===== src/rtl/sipo_pkg.sv =====
// Shared definitions for the serial-in/parallel-out frame controller:
// FSM state encoding and the default word width.
package sipo_pkg;

  localparam int DEFAULT_WIDTH = 32;

  typedef enum logic {
    IDLE  = 1'b0,
    SHIFT = 1'b1
  } state_t;

endpackage


===== src/rtl/sipo_shift_core.sv =====
// Shift register datapath: clear wins over enable; dir=1 shifts left (new bit
// into LSB), dir=0 shifts right (new bit into MSB).
module sipo_shift_core
  import sipo_pkg::*;
#(
  parameter int WIDTH = DEFAULT_WIDTH
) (
  input  logic             clk,
  input  logic             rst,
  input  logic             en,
  input  logic             clr,
  input  logic             dir,
  input  logic             data_in,
  output logic [WIDTH-1:0] word
);

  always_ff @(posedge clk or posedge rst) begin
    if (rst) begin
      word <= '0;
    end else if (clr) begin
      word <= '0;
    end else if (en) begin
      word <= dir ? {word[WIDTH-2:0], data_in} : {data_in, word[WIDTH-1:1]};
    end
  end

endmodule


===== src/rtl/sipo_frame_controller.sv =====
// Serial-to-parallel frame controller: IDLE/SHIFT FSM, bit counter and a
// valid/ready output register with sticky overrun on dropped words.
module sipo_frame_controller
  import sipo_pkg::*;
#(
  parameter int WIDTH = DEFAULT_WIDTH
) (
  input  logic                     clk,
  input  logic                     rst,
  input  logic                     start,
  input  logic                     stop,
  input  logic                     dir,
  input  logic                     data_in,
  input  logic                     bit_valid,
  output logic [WIDTH-1:0]         out_data,
  output logic                     out_valid,
  input  logic                     out_ready,
  output logic                     busy,
  output logic [$clog2(WIDTH)-1:0] bit_cnt,
  output logic                     overrun,
  input  logic                     clear_err
);

  localparam int CW = $clog2(WIDTH);

  // Output handshake: a word moves when out_valid & out_ready on a rising
  // edge; out_data is held while out_valid=1 and out_ready=0.

  state_t           state, state_nxt;
  logic             dir_q;
  logic [WIDTH-1:0] word;
  logic [WIDTH-1:0] full_word;
  logic             restart;
  logic             take_bit;
  logic             word_done;
  logic             accept_word;

  assign busy     = (state == SHIFT);
  assign restart  = start & ~stop;
  // start/stop on the same cycle as bit_valid discard the bit.
  assign take_bit = busy & bit_valid & ~stop & ~start;
  assign word_done = take_bit & (bit_cnt == CW'(WIDTH - 1));
  // The completing bit is folded in here; the core itself is cleared.
  assign full_word = dir_q ? {word[WIDTH-2:0], data_in} : {data_in, word[WIDTH-1:1]};
  assign accept_word = word_done & (~out_valid | out_ready);

  sipo_shift_core #(.WIDTH(WIDTH)) u_core (
    .clk     (clk),
    .rst     (rst),
    .en      (take_bit & ~word_done),
    .clr     (stop | start | word_done),
    .dir     (dir_q),
    .data_in (data_in),
    .word    (word)
  );

  always_ff @(posedge clk or posedge rst) begin
    if (rst) begin
      state <= IDLE;
    end else begin
      state <= state_nxt;
    end
  end

  always_comb begin
    state_nxt = state;
    case (state)
      IDLE:    if (restart) state_nxt = SHIFT;
      SHIFT:   if (stop)    state_nxt = IDLE;
      default: state_nxt = IDLE;
    endcase
  end

  always_ff @(posedge clk or posedge rst) begin
    if (rst) begin
      bit_cnt <= '0;
      dir_q   <= 1'b1;
    end else begin
      if (stop | start | word_done) begin
        bit_cnt <= '0;
      end else if (take_bit) begin
        bit_cnt <= bit_cnt + CW'(1);
      end
      if (restart) begin
        dir_q <= dir;
      end
    end
  end

  always_ff @(posedge clk or posedge rst) begin
    if (rst) begin
      out_data  <= '0;
      out_valid <= 1'b0;
      overrun   <= 1'b0;
    end else begin
      if (accept_word) begin
        out_data  <= full_word;
        out_valid <= 1'b1;
      end else if (out_valid & out_ready) begin
        out_valid <= 1'b0;
      end
      // A drop on the same edge as clear_err leaves overrun set.
      if (word_done & ~accept_word) begin
        overrun <= 1'b1;
      end else if (clear_err) begin
        overrun <= 1'b0;
      end
    end
  end

endmodule


===== config.mk =====
export PLATFORM = sky130hd
export DESIGN_NAME = sipo_frame_controller
export DESIGN_NICKNAME = d
export VERILOG_FILES = /design/src/rtl/sipo_pkg.sv /design/src/rtl/sipo_shift_core.sv /design/src/rtl/sipo_frame_controller.sv
export SDC_FILE = /design/constraint.sdc
export NUM_CORES = 1
export LEC_CHECK = 0
export ABC_CLOCK_PERIOD_IN_PS = 3000
export BUFFER_PORTS_ARGS = -buffer_cell sky130_fd_sc_hd__buf_2
export CORE_MARGIN = 2
export CORE_UTILIZATION = 40
export DETAILED_ROUTE_END_ITERATION = 10
export HOLD_SLACK_MARGIN = 0.05
export PLACE_DENSITY = 0.59
export SYNTH_ARGS = -nofsm -noshare
export SYNTH_HDL_FRONTEND = slang
export SYNTH_SLANG_ARGS = --single-unit
export TNS_END_PERCENT = 10

===== constraint.sdc =====
create_clock -name clk -period 3 [get_ports clk]
set_input_delay 0.45 -clock clk [delete_from_list [all_inputs] [get_ports clk]]
set_output_delay 0.45 -clock clk [all_outputs]
set_load 0.03 [all_outputs]

== After elaboration in Yosys (flattened, before gate mapping) ==
Index checks and enable logic that the tools add are counted.
Storage, ports and cells
  output and inout bits: 40
  word-level logic and storage cells: 43
  register bits: 73
Cells by class
  add/subtract/negate cells: 1
  equality and inequality tests: 1
  reduce and logical (&&, ||, !) cells: 4
  muxes and demuxes: 12
  bitwise gates (word level): 18
Operator list (number)
  $mux W32: 3
  $mux W5: 2
  $and A1 B1 Y1: 9
  $reduce_bool A2 Y1: 4
  $mux W1: 6
  $not A1 Y1: 6
  $add A5 B1 Y5 const B: 1
  $eq A5 B5 Y1 const B: 1
  $or A1 B1 Y1: 3
  $pmux W1 S2: 1

== Longest topological paths before layout ==
  word-level depth: 8
  gate-level depth with buffers: 6
  depth with buffers taken out: 6

== Hierarchy ==
From an unflattened synthesis, not the netlist that was laid out.
Second synthesis, totals
  cells, all modules: 294
  area, all modules: 3639.7 sq um
Modules (own cells, without submodules)
  sipo_frame_controller: instances 1, sequential area each 1027.2 sq um, area an instance 2040.7 sq um, cells each 151
  sipo_shift_core: instances 1, sequential area each 800.8 sq um, area an instance 1599.0 sq um, cells each 143

== Worst setup path after synthesis ==
OpenSTA, ideal clock, no wires.
  path kind: register to register
  from: reg bit_cnt[0]
  to: reg u_core.word[27]
  stages on the path, launching flop included: 6
  library setup time: 0.083 ns
  arrival: 1.889 ns
  setup slack: 1.028 ns
  clock period less this slack: 1.972 ns
  path through: dfrtp_1 -> ha_1 -> and3_1 -> ha_1 -> or4_1 -> o21ai_0
On the way
  cells in the longest elaborated chain, start to end: 5
  elaborated cells on any way between the ends: 7
Ends and longest elaborated chain
  start, declared: RTL line sipo_frame_controller.sv:19  | output logic [$clog2(WIDTH)-1:0] bit_cnt,
  start signal, assigned: RTL line sipo_frame_controller.sv:82  | bit_cnt <= bit_cnt + CW'(1);
  $eq A5 B5 Y1 (*): RTL line sipo_frame_controller.sv:42  | assign word_done = take_bit & (bit_cnt == CW'(WIDTH - 1));
  $and A1 B1 Y1 (*): RTL line sipo_frame_controller.sv:42
  $not A1 Y1: RTL line sipo_frame_controller.sv:50  | .en (take_bit & ~word_done),
  $and A1 B1 Y1: RTL line sipo_frame_controller.sv:50
  $reduce_bool A2 Y1 (no line)
  end signal, assigned: RTL line sipo_shift_core.sv:23  | word <= dir ? {word[WIDTH-2:0], data_in} : {data_in, word[WIDTH-1:1]};
  end, declared: RTL line sipo_shift_core.sv:14  | output logic [WIDTH-1:0] word
Every way passes the cells marked *; elsewhere a longest branch is shown, timed or not.
A chain may end at the register's enable or synchronous reset.

== Worst setup path after layout ==
  from: reg bit_cnt[0]
  to: reg out_data[22]
On the way
  cells in the longest elaborated chain, start to end: 3
Ends and longest elaborated chain
  $eq A5 B5 Y1: RTL line sipo_frame_controller.sv:42
  $and A1 B1 Y1: RTL line sipo_frame_controller.sv:42
  $and A1 B1 Y1: RTL line sipo_frame_controller.sv:45  | assign accept_word = word_done & (~out_valid | out_ready);
  end signal, assigned: RTL line sipo_frame_controller.sv:97  | out_data <= full_word;
  end, declared: RTL line sipo_frame_controller.sv:15  | output logic [WIDTH-1:0] out_data,
No other way between the ends.

==> run summary <==
GLOBAL ROUTING
-----------------------------------------------------------------------------------------------
Number of antenna violations at the first check in global routing ................            0
First-pass GRT wire length .......................................................      9960 µm
Total overflow reported by the global router .....................................            0
Largest net degree at the start of global routing ................................           40
Vias in the first global route ...................................................         1965
Overall global routing resource usage ............................................        0.147

TIMING
-----------------------------------------------------------------------------------------------
Crit share post-route ............................................................        0.791
Final number of hold-violating endpoints .........................................            0
Achievable clock frequency .......................................................      421 MHz
Skew final .......................................................................      12.6 ps
Post-layout minimum cycle time ...................................................      2370 ps
Final Max Tran Viols .............................................................            0
Unrepaired setup endpoints after global routing ..................................           no
Final total negative setup slack .................................................         0 ps
Slew margin rel. .................................................................        0.457
Number of endpoints failing setup at the final stage .............................            0
Slew at the pin closest to its max-slew limit ....................................       814 ps

SYNTH
-----------------------------------------------------------------------------------------------
Flip-flop cell with the highest count after synthesis ............................ sky130_fd_sc_hd__dfrtp_1
Ranking of synthesized cells by area ............................................. sky130_fd_sc_hd__dfrtp_1 (55%), sky130_fd_sc_hd__mux2_4 (12%), sky130_fd_sc_hd__mux2_2 (11%)
Post-Syn Instances ...............................................................          224
Number of flops mapped to enable cells by yosys ..................................            0
Most used standard cells in the synthesized netlist .............................. sky130_fd_sc_hd__dfrtp_1 (72), sky130_fd_sc_hd__mux2_2 (31), sky130_fd_sc_hd__a22o_1 (30), sky130_fd_sc_hd__mux2_4 (26)
Distinct cell type count of the synthesized netlist ..............................           27
Cell area after technology mapping ...............................................  0.00326 mm²
Syn. warnings ....................................................................            0
Proportion of synthesized chip area in sequential cells ..........................        0.561
Most frequently used cell type in the post-synthesis netlist ..................... sky130_fd_sc_hd__dfrtp_1
Per-instance average area after synthesis ........................................     14.5 µm²
Total nets after synthesis .......................................................          235
Leading area contributor after synthesis ......................................... sky130_fd_sc_hd__dfrtp_1
Flop and latch count out of synthesis ............................................           73
Proportion of register bits with asynchronous set or reset after synthesis .......         1.00
Portion of synthesized cell area occupied by the leading cell type ...............        0.553

FLOORPLANNING
-----------------------------------------------------------------------------------------------
Site row count ...................................................................           32
Horizontal die dimension .........................................................      94.2 µm
Core region area .................................................................  0.00781 mm²
Height of the die ................................................................      94.2 µm
Initial core utilization .........................................................        0.417
Number of ports placed on the die boundary .......................................           49
Area of the die ..................................................................  0.00888 mm²

FINAL LAYOUT
-----------------------------------------------------------------------------------------------
Synthesis-to-layout area growth ..................................................        16.2%
Post-route core utilization ......................................................        0.485
Final net count ..................................................................          284
Antenna cell count ...............................................................            0
Area taken by flip-flops and latches .............................................  0.00183 mm²
Filler Cells Inserted ............................................................          732
Fraction of final layout cells sized beyond drive strength 1 .....................        0.471
Area used by multi-input combinational logic .....................................  0.00131 mm²

CLOCKING
-----------------------------------------------------------------------------------------------
Source-to-sink clock delay at the later pin of the worst-skew pair ...............       350 ps
Clock root buffer ................................................................ sky130_fd_sc_hd__clkbuf_8
Clock buffer count from CTS ......................................................            9
TritonCTS clock tree .............................................................          yes
Number of gates resized after cts ................................................            0
Postcts setup bufs ...............................................................            0
Number of sinks on the clock net .................................................           73
Post-CTS Hold Fix Bufs ...........................................................            0
Clock input transition at the sequential cells of the worst setup and hold paths .        80 ps
Maximum buffer depth of the clock tree ...........................................            2
CTS HTree Levels .................................................................            3

WORST SETUP PATH
-----------------------------------------------------------------------------------------------
CP Capture Type ..................................................................     register
Stage delay of the slowest cell on the critical path .............................       670 ps
Worst Path Max Fanout ............................................................           32
Worst path slowest cell .......................................................... sky130_fd_sc_hd__nand4b_4
Endpoint of the most critical register-to-register path .......................... out_data[22]
Critical path class ..............................................................   reg -> reg
CP Data Required Time ............................................................      3220 ps
Worst-case reg-to-reg path depth .................................................            5
Kind of start point of the critical path .........................................     register
Reg2Reg Setup Slack ..............................................................       630 ps
Sequence of cells on the critical path ........................................... ha_1 -> and3_1 -> ha_1 -> nand4b_4 -> mux2_4
Arrival time at the worst endpoint ...............................................      2600 ps
CP most frequent cell ............................................................ sky130_fd_sc_hd__ha_1
RR Startpoint ....................................................................   bit_cnt[0]

DETAILED ROUTING
-----------------------------------------------------------------------------------------------
DR WL/cell .......................................................................      15.8 µm
First drt pass iteration count ...................................................            4
Via count ........................................................................         1942
Initial detailed-routing violation count .........................................           76
DRC violations left ..............................................................            0
Drt total wl .....................................................................      6000 µm
Vias/cell ........................................................................         5.11
Routed Antenna Nets ..............................................................            0

POWER
-----------------------------------------------------------------------------------------------
Cell internal pwr ................................................................    0.00149 W
Sw Ratio .........................................................................        0.231
Pwr Density ......................................................................   512 mW/mm²
Clock share of power .............................................................        0.435
Static Leakage ...................................................................      2.07 nW
Net switching component of the power .............................................   0.000448 W
Proportion of power drawn by flip-flops and latches ..............................        0.524
Part of the power in combinational logic .........................................        0.041
Total power ......................................................................    0.00194 W
VDD IR max .......................................................................       212 µV

OUTCOME
-----------------------------------------------------------------------------------------------
Result of the run ................................................................    completed

RUN
-----------------------------------------------------------------------------------------------
Max-Cap Viols ....................................................................            0

HOLD PATH
-----------------------------------------------------------------------------------------------
Worst min-delay path class .......................................................  in -> async

PLACEMENT
-----------------------------------------------------------------------------------------------
Detailed placement HPWL ..........................................................      3780 µm
Gpl congestion ...................................................................        0.727
Total of buffers placed on input and output ports ................................           48

[power by group through the flow]
stage	registers [W]	logic [W]	clock network (W)
finish	0.00102	0.0000797	0.000843
global route	0.00102	0.0000877	0.000917
CTS	0.00102	0.0000824	0.000865
detailed placement	0.00104	0.0000824	0
global placement	0.00104	0.0000818	0
floorplan	0.00101	0.0000830	0
[flip-flops by register name, summed over array words and instances (netlist names)]
register     cells
out_data        32
out_valid        1
u_core.word     32
bit_cnt          5
overrun          1
busy             1
dir_q            1
[through the flow]
step / worst slack, ps / instance area (µm²) / instances / hold slack [ps]
4_1_cts: 592 / 3780 / 380 / 237
5_1_grt: 449 / 3780 / 380 / 284
3_5_place_dp: 605 / 3570 / 364 / 490
2_1_floorplan: 698 / 3260 / 224 / 464
3_3_place_gp: 659 / 3570 / 364 / 484
6_report: 626 / 3780 / 380 / 215
[layout by cell type, fill, tap and decap left out]
cell type,instances
sky130_fd_sc_hd__dfrtp_1,72
sky130_fd_sc_hd__buf_2,48
sky130_fd_sc_hd__mux2_2,31
sky130_fd_sc_hd__a22o_1,30
sky130_fd_sc_hd__mux2_4,26
sky130_fd_sc_hd__clkbuf_8,9
sky130_fd_sc_hd__nand2_1,8
sky130_fd_sc_hd__mux2i_1,8
sky130_fd_sc_hd__o21ai_0,7
sky130_fd_sc_hd__inv_1,6
sky130_fd_sc_hd__buf_4,4
sky130_fd_sc_hd__nor2_1,2
sky130_fd_sc_hd__or3_1,2
sky130_fd_sc_hd__nand3_1,2
sky130_fd_sc_hd__a21oi_1,2
sky130_fd_sc_hd__ha_1,2
sky130_fd_sc_hd__bufinv_16,2
sky130_fd_sc_hd__clkinv_4,2
sky130_fd_sc_hd__clkinv_2,2
sky130_fd_sc_hd__or4_1,1
sky130_fd_sc_hd__a211oi_4,1
sky130_fd_sc_hd__nand2b_1,1
sky130_fd_sc_hd__nor2_2,1
sky130_fd_sc_hd__nand4b_4,1
sky130_fd_sc_hd__nor4_2,1
sky130_fd_sc_hd__and3_1,1
sky130_fd_sc_hd__inv_2,1
sky130_fd_sc_hd__nand4_1,1
sky130_fd_sc_hd__o22ai_1,1
sky130_fd_sc_hd__nor2b_1,1
sky130_fd_sc_hd__clkinvlp_4,1
sky130_fd_sc_hd__dfstp_2,1
[worst max path at each step]
stage	from	to	slack [ps]	cells after the start
6_report	bit_cnt[0]	out_data[22]	630	5
5_1_grt	bit_cnt[0]	out_data[17]	450	5
4_1_cts	bit_cnt[0]	out_data[23]	590	5
3_5_place_dp	bit_cnt[0]	out_data[14]	610	5
3_3_place_gp	bit_cnt[1]	out_data[9]	660	5
2_1_floorplan	rst	bit_cnt[0]	700	1
[worst max-delay path: cells and delay by family, from the launching register on]
kind	cells	cell delay, ps
AND/OR/NAND/NOR	2	830
adder cells (fa/ha/maj)	2	460
multiplexers	1	540
flip-flops	1	420
[cell families after synthesis]
logic type,share of synthesized area
AOI/OAI and AO/OA,0.0987
adders and majority gates,0.00768
buffers and inverters,0.0411
DFF,0.561
muxes,0.252
and+or+nand+nor,0.0396
[metal layers]
| layer | up-vias | wire length [µm] | GRT usage |
|---|---|---|---|
| met5 | - | 0 | 0 |
| met4 | 0 | 119 | 0.0761 |
| met3 | 12 | 206 | 0.0313 |
| met2 | 34 | 2650 | 0.215 |
| met1 | 984 | 3030 | 0.206 |
| li1 | 912 | - | - |
[area by class of cell]
| class | instances | share of cell area |
|---|---|---|
| sequential | 73 | 0.483 |
| multi-input combinational | 130 | 0.347 |
| timing repair buffer | 52 | 0.0714 |
| tap | 102 | 0.0337 |
| clock buffer | 9 | 0.0327 |
| clock inverter | 7 | 0.0251 |
| inverter | 7 | 0.00694 |
No activity file was read; power rests on OpenSTA's default activity.
